==> config.mk <==
export PLATFORM = sky130hd
export DESIGN_NAME = zebra_pattern_generator
export DESIGN_NICKNAME = d
export VERILOG_FILES = /design/src/rtl/zebra_pkg.sv /design/src/rtl/zebra_raster_counter.sv /design/src/rtl/zebra_pattern_generator.sv
export SDC_FILE = /design/constraint.sdc
export NUM_CORES = 1
export LEC_CHECK = 0
export ABC_CLOCK_PERIOD_IN_PS = 3500
export CAP_MARGIN = 20
export CORE_UTILIZATION = 50
export CTS_BUF_LIST = sky130_fd_sc_hd__clkbuf_8 sky130_fd_sc_hd__clkbuf_16
export CTS_CLUSTER_DIAMETER = 30
export CTS_CLUSTER_SIZE = 10
export DETAILED_ROUTE_END_ITERATION = 10
export HOLD_SLACK_MARGIN = 0.02
export PLACE_DENSITY = 0.71
export SKIP_CTS_REPAIR_TIMING = 1
export SYNTH_ARGS = -nofsm -noshare
export SYNTH_HDL_FRONTEND = slang
export SYNTH_SLANG_ARGS = --single-unit
==> constraint.sdc <==
create_clock -name clk -period 3.5 [get_ports clk]
set_clock_uncertainty 0.05 [all_clocks]
set_input_delay 0.525 -clock clk [delete_from_list [all_inputs] [get_ports clk]]
set_output_delay 0.525 -clock clk [all_outputs]
set_load 0.01 [all_outputs]
==> src/rtl/zebra_pkg.sv <==
// Shared types and default frame geometry for the zebra pattern generator
// and the zebra crossing detector.
package zebra_pkg;

  localparam int IMG_WIDTH_DEF  = 640;
  localparam int IMG_HEIGHT_DEF = 480;
  localparam int PIX_W_DEF      = 8;

  typedef enum logic [1:0] {
    ST_IDLE,
    ST_ACTIVE,
    ST_HBLANK,
    ST_DONE
  } gen_state_t;

  // Counter width for values 0..n-1, never narrower than one bit.
  function automatic int cnt_w(input int n);
    return (n > 1) ? $clog2(n) : 1;
  endfunction

endpackage

==> src/rtl/zebra_raster_counter.sv <==
// Raster x/y position with horizontal-blanking down-counter. Exposes the
// next-cycle coordinate so the generator can register its outputs.
module zebra_raster_counter
  import zebra_pkg::*;
#(
  parameter int IMG_WIDTH  = IMG_WIDTH_DEF,
  parameter int IMG_HEIGHT = IMG_HEIGHT_DEF,
  parameter int HBLANK     = 0
) (
  input  logic                         clk,
  input  logic                         rst_n,
  input  logic                         clr,
  input  logic                         adv,
  input  logic                         blank,
  output logic [cnt_w(IMG_WIDTH)-1:0]  x_nxt,
  output logic [cnt_w(IMG_HEIGHT)-1:0] y_nxt,
  output logic                         line_end,
  output logic                         frame_end,
  output logic                         blank_end
);

  localparam int XW = cnt_w(IMG_WIDTH);
  localparam int YW = cnt_w(IMG_HEIGHT);
  localparam int BW = cnt_w(HBLANK);
  localparam logic [BW-1:0] BLANK_LOAD = BW'((HBLANK > 0) ? HBLANK - 1 : 0);

  logic [XW-1:0] x;
  logic [YW-1:0] y;
  logic [BW-1:0] blank_cnt;

  assign line_end  = (x == XW'(IMG_WIDTH - 1));
  assign frame_end = line_end && (y == YW'(IMG_HEIGHT - 1));
  assign blank_end = (blank_cnt == '0);

  always_comb begin
    x_nxt = x;
    y_nxt = y;
    if (clr) begin
      x_nxt = '0;
      y_nxt = '0;
    end else if (adv) begin
      if (line_end) begin
        x_nxt = '0;
        y_nxt = frame_end ? '0 : y + YW'(1);
      end else begin
        x_nxt = x + XW'(1);
      end
    end
  end

  always_ff @(posedge clk) begin
    if (!rst_n) begin
      x         <= '0;
      y         <= '0;
      blank_cnt <= '0;
    end else begin
      x <= x_nxt;
      y <= y_nxt;
      if (adv && line_end && !frame_end)
        blank_cnt <= BLANK_LOAD;
      else if (blank && !blank_end)
        blank_cnt <= blank_cnt - BW'(1);
    end
  end

endmodule

==> src/rtl/zebra_pattern_generator.sv <==
// Synthetic edge-frame source: one raster frame per accepted start, with
// horizontal boundary rows at top_row + k*stripe_h, k = 0..2*num_stripes.
//
//   state     | meaning
//   ST_IDLE   | waiting for start, config latched on accept
//   ST_ACTIVE | one pixel per cycle
//   ST_HBLANK | HBLANK idle cycles between lines
//   ST_DONE   | one-cycle done pulse
module zebra_pattern_generator
  import zebra_pkg::*;
#(
  parameter int           IMG_WIDTH  = IMG_WIDTH_DEF,
  parameter int           IMG_HEIGHT = IMG_HEIGHT_DEF,
  parameter int           W          = PIX_W_DEF,
  parameter logic [W-1:0] EDGE_VAL   = {W{1'b1}},
  parameter int           MARGIN     = 32,
  parameter int           HBLANK     = 0
) (
  input  logic         clk,
  input  logic         rst_n,
  input  logic         start,
  input  logic [7:0]   num_stripes,
  input  logic [7:0]   stripe_h,
  input  logic [15:0]  top_row,
  output logic         busy,
  output logic         done,
  output logic         pixel_valid,
  output logic [W-1:0] edge_pixel,
  output logic         sof,
  output logic         eol
);

  localparam int XW = cnt_w(IMG_WIDTH);
  localparam int YW = cnt_w(IMG_HEIGHT);

  gen_state_t    state, state_n;
  logic [XW-1:0] x_nxt;
  logic [YW-1:0] y_nxt;
  logic          line_end, frame_end, blank_end;
  logic          clr, adv, blank, accept, row_adv;

  logic [7:0]    stripe_h_q, stripe_h_n;
  logic [8:0]    bounds_left, bounds_left_n;
  logic [15:0]   band_row, band_row_n;
  logic          row_hit, row_hit_n;

  logic          busy_d, done_d, valid_d, sof_d, eol_d;
  logic [W-1:0]  edge_d;

  assign accept  = (state == ST_IDLE) && start;
  assign clr     = (state == ST_IDLE) || (state == ST_DONE);
  assign adv     = (state == ST_ACTIVE);
  assign blank   = (state == ST_HBLANK);
  assign row_adv = adv && line_end && !frame_end;

  zebra_raster_counter #(
    .IMG_WIDTH (IMG_WIDTH),
    .IMG_HEIGHT(IMG_HEIGHT),
    .HBLANK    (HBLANK)
  ) u_raster (
    .clk      (clk),
    .rst_n    (rst_n),
    .clr      (clr),
    .adv      (adv),
    .blank    (blank),
    .x_nxt    (x_nxt),
    .y_nxt    (y_nxt),
    .line_end (line_end),
    .frame_end(frame_end),
    .blank_end(blank_end)
  );

  always_ff @(posedge clk) begin
    if (!rst_n) state <= ST_IDLE;
    else        state <= state_n;
  end

  always_comb begin
    state_n = state;
    case (state)
      ST_IDLE:   if (start) state_n = ST_ACTIVE;
      ST_ACTIVE: begin
        if (frame_end)                      state_n = ST_DONE;
        else if (line_end && (HBLANK > 0))  state_n = ST_HBLANK;
      end
      ST_HBLANK: if (blank_end) state_n = ST_ACTIVE;
      ST_DONE:   state_n = ST_IDLE;
      default:   state_n = ST_IDLE;
    endcase
  end

  // band_row counts rows down to the next boundary; bounds_left limits k.
  assign row_hit   = (band_row == '0) && (bounds_left != '0) && (stripe_h_q != '0);
  assign row_hit_n = (band_row_n == '0) && (bounds_left_n != '0) && (stripe_h_n != '0);

  always_comb begin
    stripe_h_n    = stripe_h_q;
    bounds_left_n = bounds_left;
    band_row_n    = band_row;
    if (accept) begin
      stripe_h_n    = stripe_h;
      bounds_left_n = {num_stripes, 1'b1};
      band_row_n    = top_row;
    end else if (row_adv) begin
      if (row_hit) begin
        bounds_left_n = bounds_left - 9'd1;
        band_row_n    = {8'd0, stripe_h_q} - 16'd1;
      end else begin
        band_row_n    = band_row - 16'd1;
      end
    end
  end

  always_ff @(posedge clk) begin
    if (!rst_n) begin
      stripe_h_q  <= '0;
      bounds_left <= '0;
      band_row    <= '0;
    end else begin
      stripe_h_q  <= stripe_h_n;
      bounds_left <= bounds_left_n;
      band_row    <= band_row_n;
    end
  end

  // Outputs are computed from next-cycle state so they stay registered.
  always_comb begin
    busy_d  = (state_n != ST_IDLE);
    done_d  = (state_n == ST_DONE);
    valid_d = (state_n == ST_ACTIVE);
    sof_d   = valid_d && (x_nxt == '0) && (y_nxt == '0);
    eol_d   = valid_d && (x_nxt == XW'(IMG_WIDTH - 1));
    edge_d  = '0;
    if (valid_d && row_hit_n && (x_nxt >= XW'(MARGIN)) && (x_nxt < XW'(IMG_WIDTH - MARGIN)))
      edge_d = EDGE_VAL;
  end

  always_ff @(posedge clk) begin
    if (!rst_n) begin
      busy        <= 1'b0;
      done        <= 1'b0;
      pixel_valid <= 1'b0;
      sof         <= 1'b0;
      eol         <= 1'b0;
      edge_pixel  <= '0;
    end else begin
      busy        <= busy_d;
      done        <= done_d;
      pixel_valid <= valid_d;
      sof         <= sof_d;
      eol         <= eol_d;
      edge_pixel  <= edge_d;
    end
  end

endmodule
==> results by group <==
Cells and area
  • Nets: 577
  • Synth-to-Final Area Change: 20.2%
  • Diodes inserted: 0
  • Fin area: 4530 um^2
  • Share of cells above drive strength 1: 8.77%
  • Fill count: 671
  • Post-route core utilization: 62.5%

Drt
  • Via-to-Cell Ratio: 5.70
  • Drt total wl: 9690 um
  • Residual DRC: 0
  • Total number of vias: 3617
  • Starting DRT DRC Count: 207
  • Routed Antenna Nets: 0
  • Wire per inst: 15.3 um
  • Initial DRT Pass Iterations: 5

Timing
  • Setup TNS: 0 ps
  • Final worst path period share: 92.9%
  • Tmin final: 3250 ps
  • Final hold vios: 0
  • Worst hold slack: 404 ps
  • Least-Margin Pin Slew: 785 ps
  • RSZ-0062 raised after global routing: false
  • Final slew viol count: 0
  • Worst slew margin: 47.3%
  • Endpoints failing setup: 0
  • Fmax achieved: 307 MHz
  • Setup ws final: 248 ps

CTS
  • CTS H-tree depth: 3
  • Clock Latency Late Sink: 340 ps
  • Maximum clock insertion buffer count: 2
  • Clock Pin Slew Worst Setup and Hold Paths: 70 ps
  • TritonCTS Buffers: 9
  • Clock sinks: 61
  • CTS tree: yes
  • CTS Root Cell: clkbuf_8

Synth
  • Post-synth EDFFs: 0
  • Fraction of registers with async set/reset: 0%
  • Synth warn: 0
  • Seq/Total Area, Yosys: 32.4%
  • Net Count, Synth: 536
  • Synth cell types: 67
  • Avg Cell Area, Syn: 7.70 um^2
  • Mapped Area: 3770 um^2
  • Cells after Synth: 490
  • Seq cells post-synth: 61
  • Post-synth top flop: dfxtp_1

Global route
  • GRT overflow: 0
  • First-pass GRT wire length: 15800 um
  • Antenna violations before repair: 0
  • Total Routing Usage GR: 26.3%
  • Largest net degree at the start of global routing: 19
  • Number of global-route vias before repair: 3454

Placed design
  • DP Area: 4310 um^2
  • Port Buffers: 47
  • Hpwl dp: 7170 um
  • Placement Setup Slack: 315 ps
  • RePlAce Congestion: 0.895

Floorplan
  • FP Rows: 31
  • Core area: 7250 um^2
  • Num ports: 48
  • Chip width: 88.8 um
  • Vert. Die Dim: 88.8 um
  • Die area: 7890 um^2
  • Starting Density: 52.0%

Worst setup path
  • CP Class: reg -> reg
  • Critical path's slowest cell: nor4_4
  • CP Launch Type: flip-flop
  • Arrival time at the worst endpoint: 3460 ps
  • CP Max Fanout: 12
  • Crit path required time: 3710 ps
  • Critical path cell sequence: or4_4, or2_4, nor4_4, mux2i_1, a221o_1, and4bb_2, nand4_1, a311oi_2
  • CP Capture Type: flip-flop
  • CP peak stage delay: 730 ps

Pwr
  • PwrDens: 406 nW/um^2
  • Peak supply drop: 195 uV
  • P_leak: 1.61 nW

Job
  • Maxcap violations: 0

Status
  • Status: complete, no violations

Hold path
  • Hold WC Path Type: reg -> reg
==> through the flow <==
stage	power [mW]	instances
finish	1.84	635
global route	1.92	635
CTS	1.84	635
detailed placement	1.14	619
global placement	1.13	619
floorplan	1.02	490
==> final timing paths <==
check	cells after the start	from	to	slack, ps
worst max-delay path	8	band_row[11]	edge_pixel[6]	250
worst min-delay path	2	u_raster.blank_cnt	u_raster.blank_cnt	400
worst min register to register	2	u_raster.blank_cnt	u_raster.blank_cnt	400
worst max register to register	8	band_row[11]	edge_pixel[6]	250
==> Yosys cell counts, types with 8 or more instances <==
master,count,area (um^2)
nand2_1,64,240
dfxtp_1,61,1220
nor2_1,55,206
a21oi_1,31,155
xnor2_1,25,219
nor3_1,20,100
clkbuf_1,18,67.6
inv_1,16,60.1
nand3_1,14,70.1
o21ai_0,14,70.1
nor4_1,13,81.3
and2_1,12,75.1
ha_1,11,138
or3_1,11,68.8
nand4_1,10,62.6
xor2_1,10,87.6
buf_4,8,60.1
==> cell families after synthesis <==
| kind of cell | after synthesis | share of synthesized area, % |
|---|---|---|
| simple gates | 243 | 33.7 |
| compound gates | 87 | 14.8 |
| flops | 61 | 32.4 |
| buf+inv | 47 | 5.77 |
| xor+xnor | 35 | 8.13 |
| fa+ha+maj | 11 | 3.65 |
| mux | 6 | 1.59 |
==> critical path, delay by kind of cell (launching register included) <==
| family | cells | cell delay (ps) |
|---|---|---|
| DFF | 1 | 330 |
| AOI/OAI and AO/OA | 2 | 610 |
| muxes | 1 | 200 |
| and+or+nand+nor | 5 | 1970 |
==> state kept, by name, indices dropped and copies added (netlist names) <==
register / flops
band_row: 16
u_raster.x: 10
bounds_left: 9
u_raster.y: 9
stripe_h_q: 8
state: 2
busy: 1
done: 1
edge_pixel: 1
eol: 1
pixel_valid: 1
sof: 1
u_raster.blank_cnt: 1
==> metal layers <==
metal	GRT usage [%]	routed length (um)
met5	0	0
met1	30.1	4210
met3	6.81	442
met4	12.3	309
met2	45.6	4720
==> cells in the final DEF, fill, tap and decap left out, types with 13 or more instances in the layout <==
cell type / instances
o21ai_0: 14
dfxtp_1: 61
inv_1: 17
xnor2_1: 25
nor4_1: 13
a21oi_1: 31
and2_1: 13
nand2_1: 64
clkdlybuf4s50_1: 47
nor2_1: 55
nand3_1: 14
nor3_1: 20
buf_4: 13
==> layout make-up <==
class                           instances  area (um^2)  share of cell area, %
Tap cell                               99          124                   2.73
Inverter                               17         63.8                   1.41
Clock inverter                          5         73.8                   1.63
Clock buffer                           11          151                   3.34
Multi-Input combinational cell        382         2330                   51.4
Sequential cell                        61         1220                   26.9
Timing Repair Buffer                   60          568                   12.5
==> report_power, final <==
part / internal, mW / total, mW / switching (mW)
logic: 0.168 / 0.362 / 0.194
registers: 0.729 / 0.764 / 0.0350
clock network: 0.435 / 0.713 / 0.278
total: 1.33 / 1.84 / 0.507
Power figures use the tool's default switching activity.
